File: src/rtl/dff_bist.sv
// dff_bist -- built-in self-test driver and response checker for a D flip-flop
// with active-low asynchronous set and reset.
//
// Every vector occupies one DRIVE -> WAIT -> CHECK slot. Vector 0 forces the
// flop into reset. Vectors 1..NUM_VECTORS come from an 8-bit Fibonacci LFSR
// (x^8+x^6+x^5+x^4+1, shifting left) that advances once per CHECK. Each
// response is compared against a golden model of the flop. Results are held
// in DONE until the next accepted start.
//
// Ports
//   clock      in   shared rising-edge clock (BIST and flop under test)
//   reset      in   asynchronous active-low reset
//   start      in   begin a run (sampled in IDLE, and in DONE once done is up)
//   dut_D      out  data to the flop
//   dut_set    out  active-low asynchronous set to the flop
//   dut_reset  out  active-low asynchronous reset to the flop
//   dut_Q      in   flop Q
//   dut_Qbar   in   flop Qbar
//   busy       out  run in progress
//   done       out  sticky run-complete flag
//   pass       out  1 iff err_count==0 (valid while done=1)
//   err_count  out  mismatching vectors, saturating at all-ones
//   vec_count  out  index of the vector in the current slot (0 = forced reset)
module dff_bist #(
  parameter int         NUM_VECTORS = 16,
  parameter logic [7:0] SEED        = 8'hA5,
  parameter int         ERR_W       = 4
) (
  input  logic             clock,
  input  logic             reset,
  input  logic             start,
  output logic             dut_D,
  output logic             dut_set,
  output logic             dut_reset,
  input  logic             dut_Q,
  input  logic             dut_Qbar,
  output logic             busy,
  output logic             done,
  output logic             pass,
  output logic [ERR_W-1:0] err_count,
  output logic [7:0]       vec_count
);

  typedef enum logic [2:0] {
    S_IDLE,
    S_DRIVE,
    S_WAIT,
    S_CHECK,
    S_DONE
  } state_t;

  localparam logic [7:0]       LAST_VEC = 8'(NUM_VECTORS);
  localparam logic [ERR_W-1:0] ERR_ONE  = 1;
  localparam logic [ERR_W-1:0] ERR_MAX  = '1;

  state_t     r_state;
  logic [7:0] r_lfsr;
  logic       w_exp_q;
  logic       w_mismatch;

  function automatic logic [7:0] lfsr_next(input logic [7:0] l);
    return {l[6:0], l[7] ^ l[5] ^ l[4] ^ l[3]};
  endfunction

  function automatic logic [ERR_W-1:0] sat_inc(input logic [ERR_W-1:0] c);
    return (c == ERR_MAX) ? c : c + ERR_ONE;
  endfunction

  // Golden model works on the vector still held on the drive outputs, which
  // stay stable from DRIVE through CHECK. Reset dominates set.
  assign w_exp_q    = !dut_reset ? 1'b0 : (!dut_set ? 1'b1 : dut_D);
  assign w_mismatch = (dut_Q != w_exp_q) || (dut_Qbar != !w_exp_q);

  always_ff @(posedge clock or negedge reset) begin
    if (!reset) begin
      r_state   <= S_IDLE;
      r_lfsr    <= SEED;
      dut_D     <= 1'b0;
      dut_set   <= 1'b1;
      dut_reset <= 1'b1;
      busy      <= 1'b0;
      done      <= 1'b0;
      pass      <= 1'b0;
      err_count <= '0;
      vec_count <= '0;
    end else begin
      case (r_state)
        S_IDLE: begin
          if (start) begin
            err_count <= '0;
            vec_count <= '0;
            done      <= 1'b0;
            pass      <= 1'b0;
            r_lfsr    <= SEED;
            r_state   <= S_DRIVE;
          end
        end

        // --- slot stage 1: apply vector (flop async set/reset acts now)
        S_DRIVE: begin
          busy <= 1'b1;
          if (vec_count == 8'd0) begin
            dut_D     <= 1'b0;
            dut_set   <= 1'b1;
            dut_reset <= 1'b0;
          end else begin
            dut_D <= r_lfsr[0];
            case (r_lfsr[2:1])
              2'b01:   begin dut_set <= 1'b0; dut_reset <= 1'b1; end
              2'b10:   begin dut_set <= 1'b1; dut_reset <= 1'b0; end
              default: begin dut_set <= 1'b1; dut_reset <= 1'b1; end
            endcase
          end
          r_state <= S_WAIT;
        end

        // --- slot stage 2: flop captures D on this edge
        S_WAIT: begin
          r_state <= S_CHECK;
        end

        // --- slot stage 3: sample response, advance generator
        S_CHECK: begin
          if (w_mismatch) begin
            err_count <= sat_inc(err_count);
          end
          r_lfsr <= lfsr_next(r_lfsr);
          if (vec_count == LAST_VEC) begin
            r_state <= S_DONE;
          end else begin
            vec_count <= vec_count + 8'd1;
            r_state   <= S_DRIVE;
          end
        end

        // First DONE cycle publishes the result and parks the drive lines;
        // a start is only accepted once done is visible, so a held start
        // still produces a one-cycle done pulse before relaunching.
        S_DONE: begin
          if (!done) begin
            done      <= 1'b1;
            pass      <= (err_count == '0);
            busy      <= 1'b0;
            dut_D     <= 1'b0;
            dut_set   <= 1'b1;
            dut_reset <= 1'b1;
          end else if (start) begin
            err_count <= '0;
            vec_count <= '0;
            done      <= 1'b0;
            pass      <= 1'b0;
            r_lfsr    <= SEED;
            r_state   <= S_DRIVE;
          end
        end

        default: r_state <= S_IDLE;
      endcase
    end
  end

endmodule

File: config.mk
export PLATFORM = sky130hd
export DESIGN_NAME = dff_bist
export DESIGN_NICKNAME = d
export VERILOG_FILES = /design/src/rtl/dff_bist.sv
export SDC_FILE = /design/constraint.sdc
export NUM_CORES = 1
export LEC_CHECK = 0
export CORE_MARGIN = 2
export CORE_UTILIZATION = 25
export DETAILED_ROUTE_END_ITERATION = 10
export PLACE_DENSITY_LB_ADDON = 0.3
export SLEW_MARGIN = 20
export SYNTH_ARGS = -nofsm -noshare
export SYNTH_HDL_FRONTEND = slang
export SYNTH_SLANG_ARGS = --single-unit
File: constraint.sdc
create_clock -name clock -period 3 [get_ports clock]
set_input_delay 0.3 -clock clock [delete_from_list [all_inputs] [get_ports clock]]
set_output_delay 0.3 -clock clock [all_outputs]
set_load 0.05 [all_outputs]
# [Word level (Yosys, flattened, before mapping)]
# Index checks and enable logic that the tools add are counted.
[totals] ff_bits=29 output_inout_bits=18 elab_cells=80
[classes] add_sub_neg=2 n_eq_ne=16 muxes=36 bitwise=3 reduce_logical=13
[op_table] op="$pmux 8 s3" count=2
[op_table] op="$mux 8" count=5
[op_table] op="$mux 4" count=4
[op_table] op="$pmux 3 s5" count=1
[op_table] op="$mux 1" count=14
[op_table] op="$ne 2x2->1 const B" count=6
[op_table] op="$pmux 1 s2" count=6
[op_table] op="$pmux 4 s3" count=1
[op_table] op="$mux 3" count=3
[op_table] op="$add 8x1->8 const B" count=1
[op_table] op="$eq 8x5->1 const B" count=1
[op_table] op="$logic_not 8->1" count=1
[op_table] op="$eq 3x2->1 const B" count=2
[op_table] op="$reduce_and 2->1" count=3
[op_table] op="$add 4x1->4 const B" count=1
[op_table] op="$eq 4x4->1 const B" count=1
[op_table] op="$logic_not 4->1" count=1
[op_table] op="$reduce_and 4->1" count=1
[op_table] op="$reduce_bool 2->1" count=2
[op_table] op="$eq 3x1->1 const B" count=1
[op_table] op="$eq 3x3->1 const B" count=1
[op_table] op="$logic_not 3->1" count=1
[op_table] op="$reduce_and 3->1" count=1
[op_table] op="$reduce_bool 3->1" count=1
[op_table] op="other kinds (6)" count=9

# [Longest topological paths before layout]
# Gate-level depths: netlist of the first run.
[depth] ltp_word=7 mapped_depth=7

# [Least setup slack after synthesis of the first run]
# OpenSTA, ideal clock, no wires.
[synth_path] path_type="reg2reg" startpoint="reg vec_count[0]" endpoint="reg vec_count[0]" arrival_time_ns=1.739 required_time_ns=2.875 setup_slack_ns=1.136 path_stages_with_launch=8 synth_period_minus_slack_ns=1.864 cell_sequence="dfrtp_1 -> inv_1 -> ha_1 -> nor4b_2 -> and3_1 -> nand2_1 -> o21ai_1 -> mux2_2"
[synth_between] elab_chain_cells=3 word_cells_on_any_way=8 cone_classes="1 x add/sub; 2 x eq/ne; 4 x mux; 1 x reduce/logical"
[synth_lines] element="start, declared" line_no="41" source="output logic [7:0] vec_count"
[synth_lines] element="start signal, assigned" line_no="131" source="vec_count <= vec_count + 8'd1;"
[synth_lines] element="$add 8x1->8, or another cell as far along" line_no="131"
[synth_lines] element="$mux 8, or another cell as far along" line_no="128" source="if (vec_count == LAST_VEC) begin"
[synth_lines] element="$pmux 8 s3 / $reduce_and 3->1 (equally long branches)"
# Several ways; a longest one is shown, not always the timed one. The select of a mux whose other input is x is not followed.
# A chain may end at the register's enable or synchronous reset.

# [Worst setup path in the final report of the first run]
[layout_path] startpoint="reg dut_reset" endpoint="out dut_reset"
[layout_rtl] element="start, declared" line_no="34" source="output logic dut_reset,"
[layout_rtl] element="start signal, assigned" line_no="80" source="dut_reset <= 1'b1;"
[layout_rtl] element="start signal, assigned" line_no="105" source="dut_reset <= 1'b0;"
[layout_rtl] element="start signal, assigned" line_no="109" source="2'b01: begin dut_set <= 1'b0; dut_reset <= 1'b1; end"
# No word-level cell between the ends.

==> results of run 1 <==
[where the power goes]
group | internal [uW] | switching [uW]
clock | 164 | 144
combinational | 410 | 661
sequential | 579 | 203
[cell type report]
type / instances / area share, %
Tap cell: 75 / 5.02
Timing Repair Buffer: 23 / 12.2
Clock buffer: 8 / 4.28
Multi-Input combinational cell: 114 / 37.1
Inverter: 11 / 2.21
Sequential cell: 29 / 39.2
[cell families (layout without fill, tap and decap cells)]
logic type,count (synthesis),in the layout,synth area share [%]
xor+xnor,8,8,4.61
mux,4,4,2.72
simple gates,66,66,22.5
buf+inv,20,42,6.17
flops,29,29,48.2
fa+ha+maj,4,4,3.29
compound gates,32,32,12.5
[layout by cell type, fill, tap and decap left out, drive strengths merged, types with 3 or more instances in the layout]
| master | count |
|---|---|
| ha | 4 |
| and3 | 4 |
| nand2 | 17 |
| nand4 | 5 |
| mux2i | 3 |
| nor2 | 20 |
| clkbuf | 8 |
| nand2b | 4 |
| clkdlybuf4s50 | 22 |
| dfrtp | 23 |
| o21ai | 13 |
| nand3 | 7 |
| inv | 11 |
| xnor2 | 7 |
| a21oi | 7 |
| dfstp | 6 |
| a31oi | 5 |
[layer usage]
metal	GRT usage [%]	up-vias	part of all wire, %
met3	4.62	2	4.9
met5	0	-	0
met1	14.6	567	49
met2	17.3	24	46
li1	-	600	-
met4	3.00	0	0.46
[worst paths after layout]
check,startpoint,to,slack (ps),cells past startpoint
setup / recovery,dut_reset$_DFFE_PN1P_,dut_reset,1050,1
max in group asynchronous,reset,r_lfsr[2]$_DFFE_PN1P_,2270,2
hold / removal,reset,done$_DFFE_PN0P_,410,2
min in group clock,r_lfsr[1]$_DFFE_PN0P_,dut_set$_DFFE_PN1P_,490,1
setup reg to reg,r_state[1]$_DFFE_PN0P_,vec_count[6]$_DFFE_PN0P_,1170,4
hold reg to reg,r_lfsr[1]$_DFFE_PN0P_,dut_set$_DFFE_PN1P_,490,1
[registers in the layout, indices dropped and copies added (netlist names), 3 cells and up]
register and cells:
r_lfsr 8, r_state 3, err_count 4, vec_count 8
[per-stage QoR]
step | util, % | power, uW | instance area [um2]
2_1_floorplan | - | 1590 | 1520
5_1_grt | 31.8 | 2350 | 1870
3_3_place_gp | 30.4 | 1870 | 1790
3_5_place_dp | 30.4 | 1880 | 1790
6_report | 31.8 | 2160 | 1870
4_1_cts | 31.8 | 2200 | 1870
==> impl_metrics.py, run 1 <==
metrics = {
    "outcome": {
        "outcome": "finished clean",
    },
    "sta": {
        "drv_slew": 0,
        "setup-tns-final_ps": 0,
        "fin_crit_ps": 1950,
        "finalCritPeriodShare_pct": 65.1,
        "setup_violations": 0,
        "worst_slew_pin_slew_ps": 550,
        "timing_hold_violations_final": 0,
        "fin_hold_ws_ps": 411,
        "fmax_ghz": 0.512,
        "slew_headroom_pct": 63.3,
        "fin_skew_ps": 6.23,
        "rsz0062_at_grt": "false",
        "fin_ws_ps": 1050,
    },
    "global_routing": {
        "grt_pass1_vias": 1187,
        "antenna_found_initial": 0,
        "grt_pass1_wl_um": 5690,
        "grt_max_degree": 30,
        "overflow": 0,
        "grt_util_all_layers_pct": 11.3,
    },
    "floorplan": {
        "die_w_um": 82.0,
        "core_area_mm2": 0.00589,
        "fp.dieArea_mm2": 0.00672,
        "start_util_pct": 25.8,
        "chipHeight_um": 82.0,
        "io_pins": 23,
        "rows": 28,
    },
    "synth": {
        "synth_ff_type": "dfrtp_1",
        "yosys.cell_types.count": 38,
        "synthTopCellsByCount": "23 x dfrtp_1, 19 x nor2_1, 16 x nand2_1, 11 x inv_1, 11 x o21ai_0",
        "ys_ff_latch": 29,
        "ys_seq_area_share_pct": 48.2,
        "yosysMostFrequentCell": "dfrtp_1",
        "async_flop_share_pct": 100,
        "synth_edf_count": 0,
        "synth_area_leaders": "dfrtp_1 38%, dfstp_2 10%, nor2_1 4.7%",
        "ys.warnings.count": 0,
        "yosys.area.top_type": "dfrtp_1",
        "syn_avg_cell_area_um2": 9.33,
        "synth_area_mm2": 0.00152,
        "syn_nets": 172,
        "synthDominantCellAreaShare_pct": 37.9,
        "netlist_instances": 163,
    },
    "pwr": {
        "leakagePower_uw": 0.000809,
        "vdd_drop_max_uv": 433,
        "p_per_area_mw_per_mm2": 1160,
    },
    "worst_setup_path": {
        "cp_top_family": "buffers and inverters",
        "path_class": "flip-flop to primary output",
        "end_kind": "primary output",
        "cp-start-kind": "flip-flop",
        "worstPathCellList": "clkdlybuf4s50_1",
        "critPathRequiredTime_ps": 2700,
        "cp_max_fo": 4,
        "arrival_ps": 1650,
        "cpPeakStageDelay_ps": 810,
        "crit_path_top_delay_cell": "clkdlybuf4s50_1",
        "cp_num_buf_inv": 1,
    },
    "clocking": {
        "htreeDepth": 2,
        "path_clk_slew_ps": 60,
        "cts-root-buf": "clkbuf_8",
        "cts_tree": "built",
        "clk_path_buf_depth": 2,
        "insertion_delay_ps": 280,
        "cts_resized": 0,
        "cts_buffers": 5,
        "post_cts_buffers": 0,
        "cts_sinks": 29,
        "cts_hold_buf": 0,
    },
    "layout": {
        "area_growth_syn_to_layout_pct": 23.0,
        "fillers": 627,
        "regArea_um2": 733,
        "diodes": 0,
        "nNetsFinal": 193,
        "multi_input_comb_area_um2": 693,
        "fin_cells": 260,
        "drive_gt1_share_pct": 9.19,
    },
    "placed_design": {
        "dp.cells": 252,
        "io_buffers": 22,
        "dpl_worst_slack_ps": 1150,
        "hpwl_um": 2290,
        "gp_congestion": 0.715,
    },
    "routing": {
        "drt_wl_total_um": 3280,
        "dr.pass1.iters": 4,
        "vias": 1193,
        "drtIter0Drc": 29,
        "vias_per_cell": 4.59,
        "drtAntennaViolNets": 0,
        "drc": 0,
        "wl_per_cell_um": 12.6,
    },
    "run": {
        "maxCapViolations": 0,
    },
    "hold_path": {
        "hold_class": "input port to asynchronous set/reset pin",
    },
}
No activity file was read; power rests on OpenSTA's default activity.
==> inputs of run 2 (changes only) <==
==> constraint.sdc (replaced) <==
create_clock -name clock -period 1.6 [get_ports clock]
set_input_delay 0.16 -clock clock [delete_from_list [all_inputs] [get_ports clock]]
set_output_delay 0.16 -clock clock [all_outputs]
set_load 0.05 [all_outputs]
==> run 2 against run 1 <==
Net effect: routed wire length increased by 2.6%; register-to-register slack got worse by 1100 ps; largest cell class unchanged; die area unchanged; core utilization increased by 2.2 points; non-clock buffer count increased by 12; flip-flop and latch count unchanged; sequential share of layout area decreased by 2.2 points; critical path type is now flip-flop to flip-flop; combinational power increased by 120%; clock-buffer cell count decreased by 1; clock skew decreased by 1.7 ps; clock power increased by 120%.
==> impl_metrics.py, run 2 (synthesis gave the netlist of run 1 again) <==
metrics = {
    "floorplan": {
        "start_util_pct": 25.8,
        "rows": 28,
        "fp.dieArea_mm2": 0.00672,
        "chipHeight_um": 82.0,
        "core_area_mm2": 0.00589,
        "die_w_um": 82.0,
        "io_pins": 23,
    },
    "clocking": {
        "cts_tree": "built",
        "cts-root-buf": "clkbuf_8",
        "path_clk_slew_ps": 60,
        "cts_buffers": 5,
        "htreeDepth": 2,
        "clk_path_buf_depth": 2,
        "post_cts_buffers": 0,
        "insertion_delay_ps": 280,
        "cts_hold_buf": 0,
        "cts_resized": 0,
        "cts_sinks": 29,
    },
    "routing": {
        "drtIter0Drc": 35,
        "vias_per_cell": 4.55,
        "wl_met1_um": 1670,
        "dr.pass1.iters": 4,
        "drc": 0,
        "met3_length_um": 127,
        "met2WireLength_um": 1520,
        "drtAntennaViolNets": 0,
        "vias": 1237,
        "dr.max_layer_used": "met4",
        "drt_wl_total_um": 3370,
        "wl_per_cell_um": 12.4,
    },
    "worst_setup_path": {
        "cp_max_fo": 4,
        "r2r_setup_slack_ps": 110,
        "ff2ff_path_depth": 6,
        "arrival_ps": 1660,
        "cp_num_buf_inv": 1,
        "r2r-start": "vec_count[1]$_DFFE_PN0P_",
        "cpPeakStageDelay_ps": 400,
        "cp_top_family": "simple AND/OR/NAND/NOR gates",
        "worstSetupStartpoint": "vec_count[1]$_DFFE_PN0P_",
        "end_kind": "flip-flop",
        "critPathRequiredTime_ps": 1770,
        "cp-start-kind": "flip-flop",
        "r2r-end": "vec_count[0]$_DFFE_PN0P_",
        "worstPathCellList": "inv_2, ha_2, nor4b_4, and3_4, nor2_1, mux2_4",
        "crit_path_top_delay_cell": "dfrtp_2",
        "path_class": "flip-flop to flip-flop",
    },
    "layout": {
        "drive_gt1_share_pct": 29.9,
        "nNetsFinal": 205,
        "layout_commonest_cell": "buf_4",
        "final_cell_mix": "28 x buf_4, 19 x nor2_1, 18 x dfrtp_1, 16 x nand2_1, 11 x o21ai_0",
        "reg_top3": "r_lfsr: 8 flops, vec_count: 8 flops, err_count: 4 flops",
        "diodes": 0,
        "fillers": 614,
        "area_growth_syn_to_layout_pct": 31.5,
    },
    "run": {
        "maxCapViolations": 0,
    },
    "pwr": {
        "vdd_drop_max_uv": 1160,
        "leakagePower_uw": 0.000920,
        "p_per_area_mw_per_mm2": 2220,
    },
    "global_routing": {
        "grt_max_degree": 30,
        "grt_pass1_vias": 1217,
        "grt_util_all_layers_pct": 11.4,
        "antenna_found_initial": 0,
        "grt_pass1_wl_um": 5750,
        "overflow": 0,
    },
    "sta": {
        "worst_slew_pin_slew_ps": 384,
        "fin_crit_ps": 1490,
        "fin_ws_ps": 107,
        "fin_skew_ps": 4.54,
        "finalCritPeriodShare_pct": 93.3,
        "setup_violations": 0,
        "drv_slew": 0,
        "timing_hold_violations_final": 0,
        "fmax_ghz": 0.670,
        "rsz0062_at_grt": "false",
        "setup-tns-final_ps": 0,
        "slew_headroom_pct": 74.4,
    },
    "placed_design": {
        "dpl_worst_slack_ps": 77.5,
        "gp_congestion": 0.730,
        "io_buffers": 22,
        "hpwl_um": 2440,
    },
    "hold_path": {
        "hold_class": "input port to asynchronous set/reset pin",
    },
    "outcome": {
        "outcome": "finished clean",
    },
}
run 2: changes by cell type in the layout (fill, tap and decap cells not counted), moves of 2 or more:
| cell | previous run | this run |
|---|---|---|
| buf_12 | 0 | 3 |
| buf_4 | 1 | 28 |
| clkbuf_1 | 3 | 0 |
| clkbuf_8 | 5 | 7 |
| clkdlybuf4s50_1 | 22 | 4 |
| dfrtp_1 | 23 | 18 |
| dfrtp_2 | 0 | 5 |
| inv_1 | 11 | 9 |
| inv_2 | 0 | 2 |
run 2: cell type report:
type                            instances  area (um2)  share of cell area (%)
Clock buffer                            7        96.3                    4.82
Clock inverter                          1        5.00                   0.250
Inverter                               11        41.3                    2.07
Multi-Input combinational cell        114         713                    35.7
Sequential cell                        29         739                    37.0
Tap cell                               75        93.8                    4.69
Timing Repair Buffer                   35         310                    15.5
run 2: worst max-delay path by stage:
stage / to / slack (ps) / cells past startpoint
detailed placement: err_count[1]$_DFFE_PN0P_ / 80 / 6
global route: err_count[1]$_DFFE_PN0P_ / 10 / 4
finish: vec_count[0]$_DFFE_PN0P_ / 110 / 6
CTS: vec_count[0]$_DFFE_PN0P_ / 100 / 6
global placement: err_count[0]$_DFFE_PN0P_ / 90 / 6
floorplan: vec_count[0]$_DFFE_PN0P_ / 20 / 6
run 2: report_power, final:
part | total (uW) | leakage (uW) | internal, uW | switching, uW
clock | 665 | 0.0000542 | 388 | 277
combinational | 2380 | 0.000515 | 961 | 1420
sequential | 1390 | 0.000350 | 1100 | 289
total | 4430 | 0.000920 | 2450 | 1980
run 2: routing by layer:
layer / vias up / GRT usage [%]
li1: 626 / -
met1: 591 / 14.9
met2: 13 / 17.2
met3: 7 / 3.85
met4: 0 / 4.50
met5: - / 0
run 2: stage by stage:
step | total power (uW) | std cells | instance area (um2) | hold slack (ps) | util (%)
2_1_floorplan | 3040 | 163 | 1550 | -136 | -
3_3_place_gp | 3790 | 264 | 1900 | 491 | 32.2
3_5_place_dp | 3800 | 264 | 1900 | 496 | 32.2
4_1_cts | 4490 | 272 | 2000 | 272 | 34.0
5_1_grt | 4780 | 272 | 2000 | 306 | 34.0
6_report | 4430 | 272 | 2000 | 266 | 34.0
